--- config.mk ---
export PLATFORM = sky130hd
export DESIGN_NAME = pending_event_encoder
export DESIGN_NICKNAME = d
export VERILOG_FILES = /design/src/rtl/encoder_pkg.sv /design/src/rtl/pending_event_encoder_prio_select.sv /design/src/rtl/pending_event_encoder.sv
export SDC_FILE = /design/constraint.sdc
export NUM_CORES = 1
export LEC_CHECK = 0
export CAP_MARGIN = 20
export CORE_MARGIN = 3
export CORE_UTILIZATION = 52
export CTS_BUF_LIST = sky130_fd_sc_hd__clkbuf_2
export CTS_CLUSTER_SIZE = 30
export DETAILED_ROUTE_END_ITERATION = 8
export GPL_TIMING_DRIVEN = 1
export PLACE_DENSITY = 0.93
export SYNTH_ARGS = -nofsm -noshare
export SYNTH_HDL_FRONTEND = slang
export SYNTH_HIERARCHICAL = 1
export SYNTH_SLANG_ARGS = --single-unit
--- constraint.sdc ---
create_clock -name clk -period 3.95 [get_ports clk]
set_input_delay 0.79 -clock clk [delete_from_list [all_inputs] [get_ports clk]]
set_output_delay 0.79 -clock clk [all_outputs]
set_load 0.05 [all_outputs]
--- src/rtl/encoder_pkg.sv ---
// Shared constants and helpers for the encoder family: selection mode
// encodings and the index-width calculation.
package encoder_pkg;

    localparam int ENC_FIXED = 0;
    localparam int ENC_RR    = 1;

    // Index width for n request lines, never narrower than one bit.
    function automatic int enc_width(input int n);
        return (n > 1) ? $clog2(n) : 1;
    endfunction

endpackage

--- src/rtl/pending_event_encoder_prio_select.sv ---
// Combinational priority search: first set bit of vec at or after start,
// wrapping past N-1 back to 0.
module prio_select #(
    parameter int N = 8,
    parameter int W = 3
) (
    input  logic [N-1:0] vec,
    input  logic [W-1:0] start,
    output logic         found,
    output logic [W-1:0] idx
);

    localparam logic [W:0] NW = N[W:0];

    // Lower half keeps only bits at or above start; upper half is the full
    // vector, so the lowest set bit of the concatenation is the wrapped winner.
    logic [2*N-1:0] dbl;
    logic [W:0]     pos;

    always_comb begin
        dbl = '0;
        pos = '0;
        for (int j = 0; j < N; j++) begin
            dbl[j]     = vec[j] && (j >= int'(start));
            dbl[j + N] = vec[j];
        end
        for (int j = 2 * N - 1; j >= 0; j--) begin
            if (dbl[j]) pos = j[W:0];
        end
    end

    assign found = |vec;
    assign idx   = (pos >= NW) ? W'(pos - NW) : pos[W-1:0];

endmodule

--- src/rtl/pending_event_encoder.sv ---
// Sticky event capture with encoded-index output over valid/ready; fixed
// priority (lowest index) or round-robin selection.
module pending_event_encoder
    import encoder_pkg::*;
#(
    parameter  int N  = 8,
    parameter  int RR = ENC_FIXED,
    localparam int W  = enc_width(N)
) (
    input  logic         clk,
    input  logic         rst_n,
    input  logic [N-1:0] req_in,
    input  logic         clr,
    output logic         out_valid,
    input  logic         out_ready,
    output logic [W-1:0] out_idx,
    output logic [N-1:0] pending,
    output logic         overflow
);

    localparam logic [W-1:0] LAST = W'(N - 1);

    logic [N-1:0] pend_p0;
    logic [W-1:0] ptr_p0;
    logic         vld_p1;
    logic [W-1:0] idx_p1;
    logic         ovf_p1;

    logic         load;
    logic         take;
    logic         found;
    logic [W-1:0] sel_idx;
    logic [W-1:0] start;
    logic [N-1:0] sel_clear;
    logic [W-1:0] ptr_next;

    assign start = (RR == ENC_RR) ? ptr_p0 : '0;

    prio_select #(
        .N (N),
        .W (W)
    ) u_sel (
        .vec   (pend_p0),
        .start (start),
        .found (found),
        .idx   (sel_idx)
    );

    assign load      = !vld_p1 || out_ready;
    assign take      = load && found;
    assign sel_clear = take ? (N'(1) << sel_idx) : '0;
    // Explicit wrap so non-power-of-two N never points past N-1.
    assign ptr_next  = (sel_idx == LAST) ? '0 : sel_idx + W'(1);

    // Stage p0: pending capture and round-robin pointer
    always_ff @(posedge clk or negedge rst_n) begin
        if (!rst_n) begin
            pend_p0 <= '0;
            ptr_p0  <= '0;
        end else if (clr) begin
            pend_p0 <= '0;
            ptr_p0  <= '0;
        end else begin
            pend_p0 <= (pend_p0 & ~sel_clear) | req_in;
            if (take && (RR == ENC_RR)) ptr_p0 <= ptr_next;
        end
    end

    // Stage p1: presented index, its valid, and the merge pulse
    always_ff @(posedge clk or negedge rst_n) begin
        if (!rst_n) begin
            vld_p1 <= 1'b0;
            idx_p1 <= '0;
            ovf_p1 <= 1'b0;
        end else if (clr) begin
            vld_p1 <= 1'b0;
            ovf_p1 <= 1'b0;
        end else begin
            ovf_p1 <= |(req_in & pend_p0 & ~sel_clear);
            if (load) vld_p1 <= found;
            if (take) idx_p1 <= sel_idx;
        end
    end

    assign out_valid = vld_p1;
    assign out_idx   = idx_p1;
    assign pending   = pend_p0;
    assign overflow  = ovf_p1;

endmodule
==> metrics.cfg, run 1 <==
[grt]
grt_overflow=0
grt_pass1_wl_um=3660
antenna_found_initial=0
track_usage_pct=23.1
grt_pass1_vias=849
grt_max_degree=15

[critical_path]
r2r-end=overflow
r2r_slack_ns=1.44
endpoint_kind=register
crit_end=overflow
worstPathArrival_ns=2.66
rr_startpoint=pending[2]
worst_setup_path_start_kind=register
path_class=register to register
r2r_cells=7
cp-startpoint=pending[2]
crit_fanout=7
worst_ep_required_time_ns=4.10

[yosys]
async_reset_ff_share_pct=100
ys_ff_latch=13
synth_edf_count=0
yosys-top-cells-area=dfrtp_1 36%, a21oi_1 7.3%, nand3_1 6.2%
yosysTopAreaCell=dfrtp_1
synth.distinct_cells=38
syn-instance-count=106
syn-cell-area_um2=892
synth_top_area_share_pct=36.5
synth.avg_cell_area_um2=8.42
yosysSeqAreaShare_pct=36.5
ys.warnings.count=6
synth_flop_cell=dfrtp_1

[cells_and_area]
final_nets=156
areaGrowthSynthToFinish_pct=32.8
final_util_pct=76.0
antennaDiodeCount=0
final_common_cell=clkdlybuf4s50_1
final_cell_mix=24 x clkdlybuf4s50_1, 14 x conb_1, 13 x a21oi_1, 13 x dfrtp_1, 11 x nand3_1
final_layout_size_suffix_gt1_share_pct=9.09

[timing]
setup_viol=0
setup_tns_ns=0
slew_headroom_pct=60.3
finalMaxSlewViolations=0
worstMarginPinSlew_ns=0.594
rsz0062_at_grt=false
finalCriticalPeriod_ns=2.51
finalCritPeriodShare_pct=63.6
final-hold-violation-count=0
skew_ns=0.000735
max_freq_mhz=398

[route]
drt_wl_total_um=2280
postRouteAntennaNets=0
viasPerCell=5.89
drc=0
num_vias=936
drt_iter0_markers=50
routedWlPerCell_um=14.3
first_pass_iters=5

[clock_tree]
post_cts_buffers=0
path_clk_slew_ns=0.12
cts_root_buf=clkbuf_2
clock_path_buffers=2
cts_tree=built
worst_skew_pair.late_latency_ns=0.27
clock_sinks=13
h-tree-depth=1
cts-resized-gates=0
cts_hold_buffers=0
numCtsBuffers=3

[job]
maxCapViolations=0

[floorplan]
core_region_area_um2=1560
rows=14
dieHeight_um=47.4
io_pins=25
die-area_um2=2250
initial_core_util_pct=57.2
fp.dieW_um=47.4

[power]
power_frac_clock_pct=16.1
p_sw_w=0.000183
p_per_area_nw_per_um2=365
power_frac_comb_pct=45.0
internal-power_w=0.000249
seqPwrFrac_pct=38.9
power.ir.vdd_worst_mv=0.262
leakagePower_nw=0.497
sw_frac_of_total_pct=42.3

[place]
io_buffers=24
dpl.hpwl_um=1750
routabilityCongestion=0.962

[worst_hold_path]
min_path_type=register to register

[status]
outcome=finished clean

## kinds of logic (layout without fill, tap and decap cells)
group	count (synthesis)	after routing	share of synthesized area, %
and+or+nand+nor	47	47	30.7
buffers and inverters	9	33	6.31
muxes	2	2	2.52
DFF	13	13	36.5
other	1	14	0.420
AOI/OAI and AO/OA	34	34	23.6
## cell usage after synthesis (2+ instances only)
library cell	count
mux2_2	2
inv_1	4
nor3b_1	2
nand2b_1	3
nand3b_1	2
a31oi_1	7
dfrtp_1	13
nor2b_1	2
nand2_1	6
nor2_1	9
and3b_2	2
o21ai_0	4
nand3_1	11
a21oi_1	13
or3_1	2
o31ai_1	2
## power by group through the flow
stage	Sequential [W]	Clock [W]	Combinational, W
CTS	0.000168	0.0000718	0.000193
detailed placement	0.000170	0	0.000192
global route	0.000171	0.0000811	0.000208
finish	0.000168	0.0000695	0.000195
floorplan	0.000223	0	0.0000773
global placement	0.000168	0	0.000189
## sequential cells by signal (all words and copies together), names as in the netlist
register,flops
pending,8
out_valid,1
overflow,1
out_idx,3
## metal layers
layer | wire length, µm | share of wire (%) | global-route usage [%]
met2 | 1100 | 48 | 36.1
met3 | 122 | 5.4 | 4.89
met4 | 60 | 2.6 | 13.3
met1 | 989 | 43 | 29.4
met5 | 0 | 0 | 0
## through the flow
| step | hold WS [ns] | instance area, µm² | setup slack (ns) | power (W) | std cells |
|---|---|---|---|---|---|
| final | 0.535 | 1180 | 1.44 | 0.000432 | 159 |
| after CTS | 0.537 | 1180 | 1.48 | 0.000432 | 159 |
| after global routing | 0.572 | 1180 | 1.27 | 0.000460 | 159 |
| after floorplan | 0.494 | 941 | 1.52 | 0.000301 | 119 |
| after detailed placement | 0.506 | 1160 | 1.50 | 0.000362 | 155 |
| after global placement | 0.481 | 1160 | 1.52 | 0.000357 | 155 |
## worst min-delay path by stage
stage / start / cells after the start / end / slack [ns]
final: out_idx[1] / 2 / out_idx[1] / 0.54
after global routing: out_idx[1] / 2 / out_idx[1] / 0.57
after CTS: out_idx[1] / 2 / out_idx[1] / 0.54
after detailed placement: out_idx[1] / 2 / out_idx[1] / 0.51
after global placement: out_idx[1] / 2 / out_idx[1] / 0.48
after floorplan: rst_n / 0 / out_idx[0] / 0.49
## critical path, cell delays in order (launching register included)
cell and delay (ns):
dfrtp_1 0.47, or4_1 0.57, nand2b_1 0.16, a31oi_1 0.36
and3_2 0.29, a31oi_1 0.09, nor4_1 0.30, a41oi_1 0.15
## cell type report
type                       count  area (µm²)
timing repair buffer          24         240
tap                           16        20.0
fill                         116         374
multi-input combinational     97         559
inverter                       5        20.0
sequential                    13         325
clock buffer                   4        20.0
(Power assumes the default switching activity.)
==> inputs of run 2 (changes only) <==
Settings changed: CORE_ASPECT_RATIO from default to 0.75, CORE_UTILIZATION 52 to 44, PLACE_DENSITY 0.93 to 0.84.
Clock period 3.95 ns to 2.2 ns, I/O delays scaled along.
==> metrics.cfg, run 2 (same netlist as run 1, synthesis figures left out) <==
[cells_and_area]
finalInstanceArea_um2=1410
final_util_pct=77.1
finalNonFillerCells=181
nFillCells=118
final_layout_size_suffix_gt1_share_pct=32.1
largest_reg_flops=8
final_cell_mix=23 x clkdlybuf4s50_1, 17 x buf_4, 14 x conb_1, 13 x a21oi_1, 10 x nand3_1
antennaDiodeCount=0
multi_input_area_um2=646
final_common_cell=clkdlybuf4s50_1
areaGrowthSynthToFinish_pct=57.5
final_nets=172
area.sequential_um2=334

[critical_path]
path_class=register to register
crit_fanout=5
worstPathArrival_ns=2.61
worst_ep_required_time_ns=2.38
worst_setup_path_start_kind=register
endpoint_kind=register

[timing]
max_freq_mhz=411
finalCriticalPeriod_ns=2.44
rsz0062_at_grt=true
final-hold-violation-count=0
finalCritPeriodShare_pct=111
setup_viol=2
slew_headroom_pct=60.6
skew_ns=0.00360
worst_slack_ns=-0.235
finalMaxSlewViolations=0
worstMarginPinSlew_ns=0.589

[place]
dpl.hpwl_um=1950
placed_cell_area_um2=1250
placedCellCount=167
io_buffers=24
routabilityCongestion=0.887

[clock_tree]
path_clk_slew_ns=0.14
worst_skew_pair.late_latency_ns=0.30
cts_tree=built
numCtsBuffers=3
clock_path_buffers=2
clock_sinks=13
cts_root_buf=clkbuf_2
h-tree-depth=1

[status]
outcome=finished with violations
failed_checks=setup timing

[power]
power_frac_comb_pct=52.0
power_frac_clock_pct=14.7
p_per_area_nw_per_um2=636
internal-power_w=0.000500
leakagePower_nw=0.596
power.ir.vdd_worst_mv=0.391
p_sw_w=0.000393
sw_frac_of_total_pct=44.0
seqPwrFrac_pct=33.4

[floorplan]
dieHeight_um=45.0
rows=13
initial_core_util_pct=49.0
die-area_um2=2610
core_region_area_um2=1820
fp.dieW_um=58.0
io_pins=25

[grt]
grt_max_degree=15
grt_pass1_vias=964
antenna_found_initial=0
grt_pass1_wl_um=4510
track_usage_pct=23.3
grt_overflow=0

[route]
first_pass_iters=6
drt_iter0_markers=51
num_vias=1131
postRouteAntennaNets=0
routedWlPerCell_um=18.8
drt_wl_total_um=3390
viasPerCell=6.25
drc=0

[job]
maxCapViolations=0

[worst_hold_path]
min_path_type=input pin to async pin

## run 2: cell count changes in the layout (fill, tap and decap cells not counted), sizes merged
cell	delta
buf	+17
clkdlybuf4s50	-1
clkbuf	-1
clkinv	+1
## run 2: area by class of cell
type	count	share of cell area, %
Multi-Input combinational cell	97	45.9
Clock inverter	1	0.356
Timing Repair Buffer	40	25.5
Inverter	5	1.42
Tap cell	22	1.96
Sequential cell	13	23.8
Clock buffer	3	1.07
## run 2: per-layer routing
layer  track usage (%)  up-vias  part of all wire (%)  wire, µm
li1                  -      493                     -         -
met1              27.9      511                    39      1310
met2              40.3       92                    43      1470
met3              7.43       35                    11       359
met4              6.94        0                   7.4       250
met5                 0        -                     0         0
## run 2: per-stage QoR
stage	setup WS [ns]	total power [W]	setup TNS [ns]	hold WS, ns
after floorplan	0.0157	0.000555	0	0.144
after detailed placement	-0.0565	0.000687	-0.0565	0.481
after CTS	0.00190	0.000829	0	0.510
after global routing	-0.279	0.000930	-0.462	0.513
final	-0.235	0.000893	-0.257	0.496
after global placement	0.0291	0.000678	0	0.467
## run 2: repair_timing
action	in CTS	in global routing
buffers inserted	4	6
pin swaps	4	2
hold buffers	0	0
resized for setup	4	12
setup endpoints to repair	1	6
endpoints found under the hold margin	0	0
## run 2: path summary, 6_finish.rpt
| check | from | endpoint | slack (ns) | cells after the start |
|---|---|---|---|---|
| min in group clk | out_idx[1] | out_idx[1] | 0.51 | 2 |
| worst max-delay path | pending[0] | overflow | -0.24 | 9 |
| worst max register to register | pending[0] | overflow | -0.24 | 9 |
| max in group asynchronous | rst_n | pending[4] | 1.29 | 1 |
| worst min-delay path | rst_n | out_idx[0] | 0.50 | 1 |
| worst min register to register | out_idx[1] | out_idx[1] | 0.51 | 2 |
## run 2: power by group through the flow
stage | registers (W) | logic, W | clock network [W]
6_report | 0.000298 | 0.000464 | 0.000131
3_3_place_gp | 0.000301 | 0.000377 | 0
2_1_floorplan | 0.000403 | 0.000152 | 0
5_1_grt | 0.000303 | 0.000483 | 0.000144
4_1_cts | 0.000297 | 0.000403 | 0.000130
3_5_place_dp | 0.000302 | 0.000385 | 0
## run 2: worst max-delay path, cell delays in order, from the launching register on
cell and delay, ns:
dfrtp_2 0.43, nor3b_1 0.29, o21ai_1 0.19, a31oi_1 0.27
o21ai_2 0.12, buf_4 0.17, nor3b_4 0.21, a31oi_1 0.15
nor4_2 0.34, a41oi_1 0.15
==> inputs of run 3 (changes only) <==
Settings changed: CORE_UTILIZATION 44 to 42, CTS_BUF_LIST sky130_fd_sc_hd__clkbuf_2 to default, PLACE_DENSITY 0.84 to 0.81.
==> metrics.cfg, run 3 (same netlist as run 1, synthesis figures left out) <==
[status]
outcome=finished with violations
failed_checks=setup timing

[timing]
worstMarginPinSlew_ns=0.588
skew_ns=0.00255
max_freq_mhz=445
worst_slack_ns=-0.0467
finalMaxSlewViolations=0
slew_headroom_pct=60.7
final-hold-violation-count=0
finalCriticalPeriod_ns=2.25
rsz0062_at_grt=true
setup_tns_ns=-0.0467
finalCritPeriodShare_pct=102
setup_viol=1

[clock_tree]
h-tree-depth=1
cts_hold_buffers=0
cts_tree=built
clock_path_buffers=2
worst_skew_pair.late_latency_ns=0.28
path_clk_slew_ns=0.08
numCtsBuffers=3
cts_root_buf=clkbuf_4
clock_sinks=13

[power]
power_frac_clock_pct=17.6
p_sw_w=0.000358
power_frac_comb_pct=48.2
p_per_area_nw_per_um2=644
internal-power_w=0.000513
power.ir.vdd_worst_mv=0.407
sw_frac_of_total_pct=41.1
leakagePower_nw=0.566
seqPwrFrac_pct=34.2

[critical_path]
worstPathArrival_ns=2.40
r2r-end=overflow
rr_startpoint=pending[3]
crit_fanout=4
crit_chain=or4_4 > nand2b_4 > a31oi_4 > and3_4 > nand3_1 > a32oi_2 > a41oi_1
path_class=register to register
worst_ep_required_time_ns=2.35
r2r_slack_ns=-0.05
worst_path_max_delay_cell=or4_4
cp-startpoint=pending[3]
worst_setup_path_start_kind=register
endpoint_kind=register
slowest_delay_ns=0.55
crit_end=overflow
r2r_cells=7

[place]
placedCellCount=168
dpl.hpwl_um=1930
io_buffers=24
routabilityCongestion=0.931

[cells_and_area]
final_nets=169
nFillCells=140
final_layout_size_suffix_gt1_share_pct=25.0
final_util_pct=72.2
areaGrowthSynthToFinish_pct=51.5
antennaDiodeCount=0
final_cell_mix=24 x clkdlybuf4s50_1, 14 x conb_1, 13 x a21oi_1, 13 x buf_4, 11 x nand3_1
final_common_cell=clkdlybuf4s50_1
finalNonFillerCells=178
largest_reg_flops=8

[floorplan]
rows=13
die-area_um2=2720
io_pins=25
core_region_area_um2=1870
fp.dieW_um=59.2
initial_core_util_pct=47.7
dieHeight_um=45.9

[route]
drt_wl_total_um=2750
wl_met1_um=1170
wl_met3_um=231
postRouteAntennaNets=0
routedWlPerCell_um=15.5
first_pass_iters=4
drt_iter0_markers=46
viasPerCell=5.80
drc=0
met2_wirelength_um=1300
num_vias=1032
top_layer=met4

[grt]
grt_max_degree=15
antenna_found_initial=0
grt_pass1_vias=868
track_usage_pct=20.4
grt_pass1_wl_um=4120
grt_overflow=0

[worst_hold_path]
min_path_type=register to register

[job]
maxCapViolations=0

-- run 3: per-stage QoR --
step | worst slack (ns) | hold slack (ns) | cell area [µm²] | power (W)
6_report | -0.0467 | 0.510 | 1350 | 0.000871
3_3_place_gp | 0.0440 | 0.470 | 1260 | 0.000677
2_1_floorplan | 0.0157 | 0.144 | 976 | 0.000555
3_5_place_dp | -0.00129 | 0.493 | 1260 | 0.000686
5_1_grt | -0.174 | 0.520 | 1350 | 0.000911
4_1_cts | 0.00464 | 0.511 | 1290 | 0.000839
-- run 3: layer usage --
| metal | up-vias | track usage [%] |
|---|---|---|
| met5 | - | 0 |
| met4 | 0 | 1.36 |
| met3 | 12 | 7.37 |
| met2 | 50 | 32.5 |
| met1 | 487 | 27.7 |
| li1 | 483 | - |
-- run 3: power by group through the flow --
stage                     logic (W)  registers, W  clock network [W]
after floorplan            0.000152      0.000403                  0
after global placement     0.000377      0.000300                  0
after detailed placement   0.000383      0.000303                  0
after CTS                  0.000384      0.000298           0.000157
after global routing       0.000444      0.000302           0.000165
final                      0.000420      0.000298           0.000154
-- run 3: worst min-delay path by stage --
stage / from / end / cells after the start
after CTS: out_idx[0] / out_idx[0] / 1
after global placement: out_idx[1] / out_idx[1] / 2
after detailed placement: out_idx[2] / out_idx[2] / 1
after global routing: out_idx[2] / out_idx[2] / 1
final: out_idx[2] / out_idx[2] / 1
after floorplan: rst_n / out_idx[0] / 0
-- run 3: what timing repair did --
action                                  4_1_cts  5_1_grt
endpoints found under the setup margin        1        3
pin swaps                                     1        8
resized for setup                             0        5
buffers inserted                              0        6
-- run 3: critical path, delay by kind of cell, from the launching register on --
family	cells	cell delay (ns)
flip-flops	1	0.43
AO/OA/AOI/OAI	3	0.63
AND/OR/NAND/NOR	4	1.06
-- run 3: area by class of cell --
type | count | area [µm²] | share of cell area, %
Inverter | 5 | 20.0 | 1.48
Sequential cell | 13 | 334 | 24.7
Clock buffer | 4 | 26.3 | 1.94
Timing Repair Buffer | 37 | 338 | 25.0
Multi-Input combinational cell | 97 | 606 | 44.8
Tap cell | 22 | 27.5 | 2.04
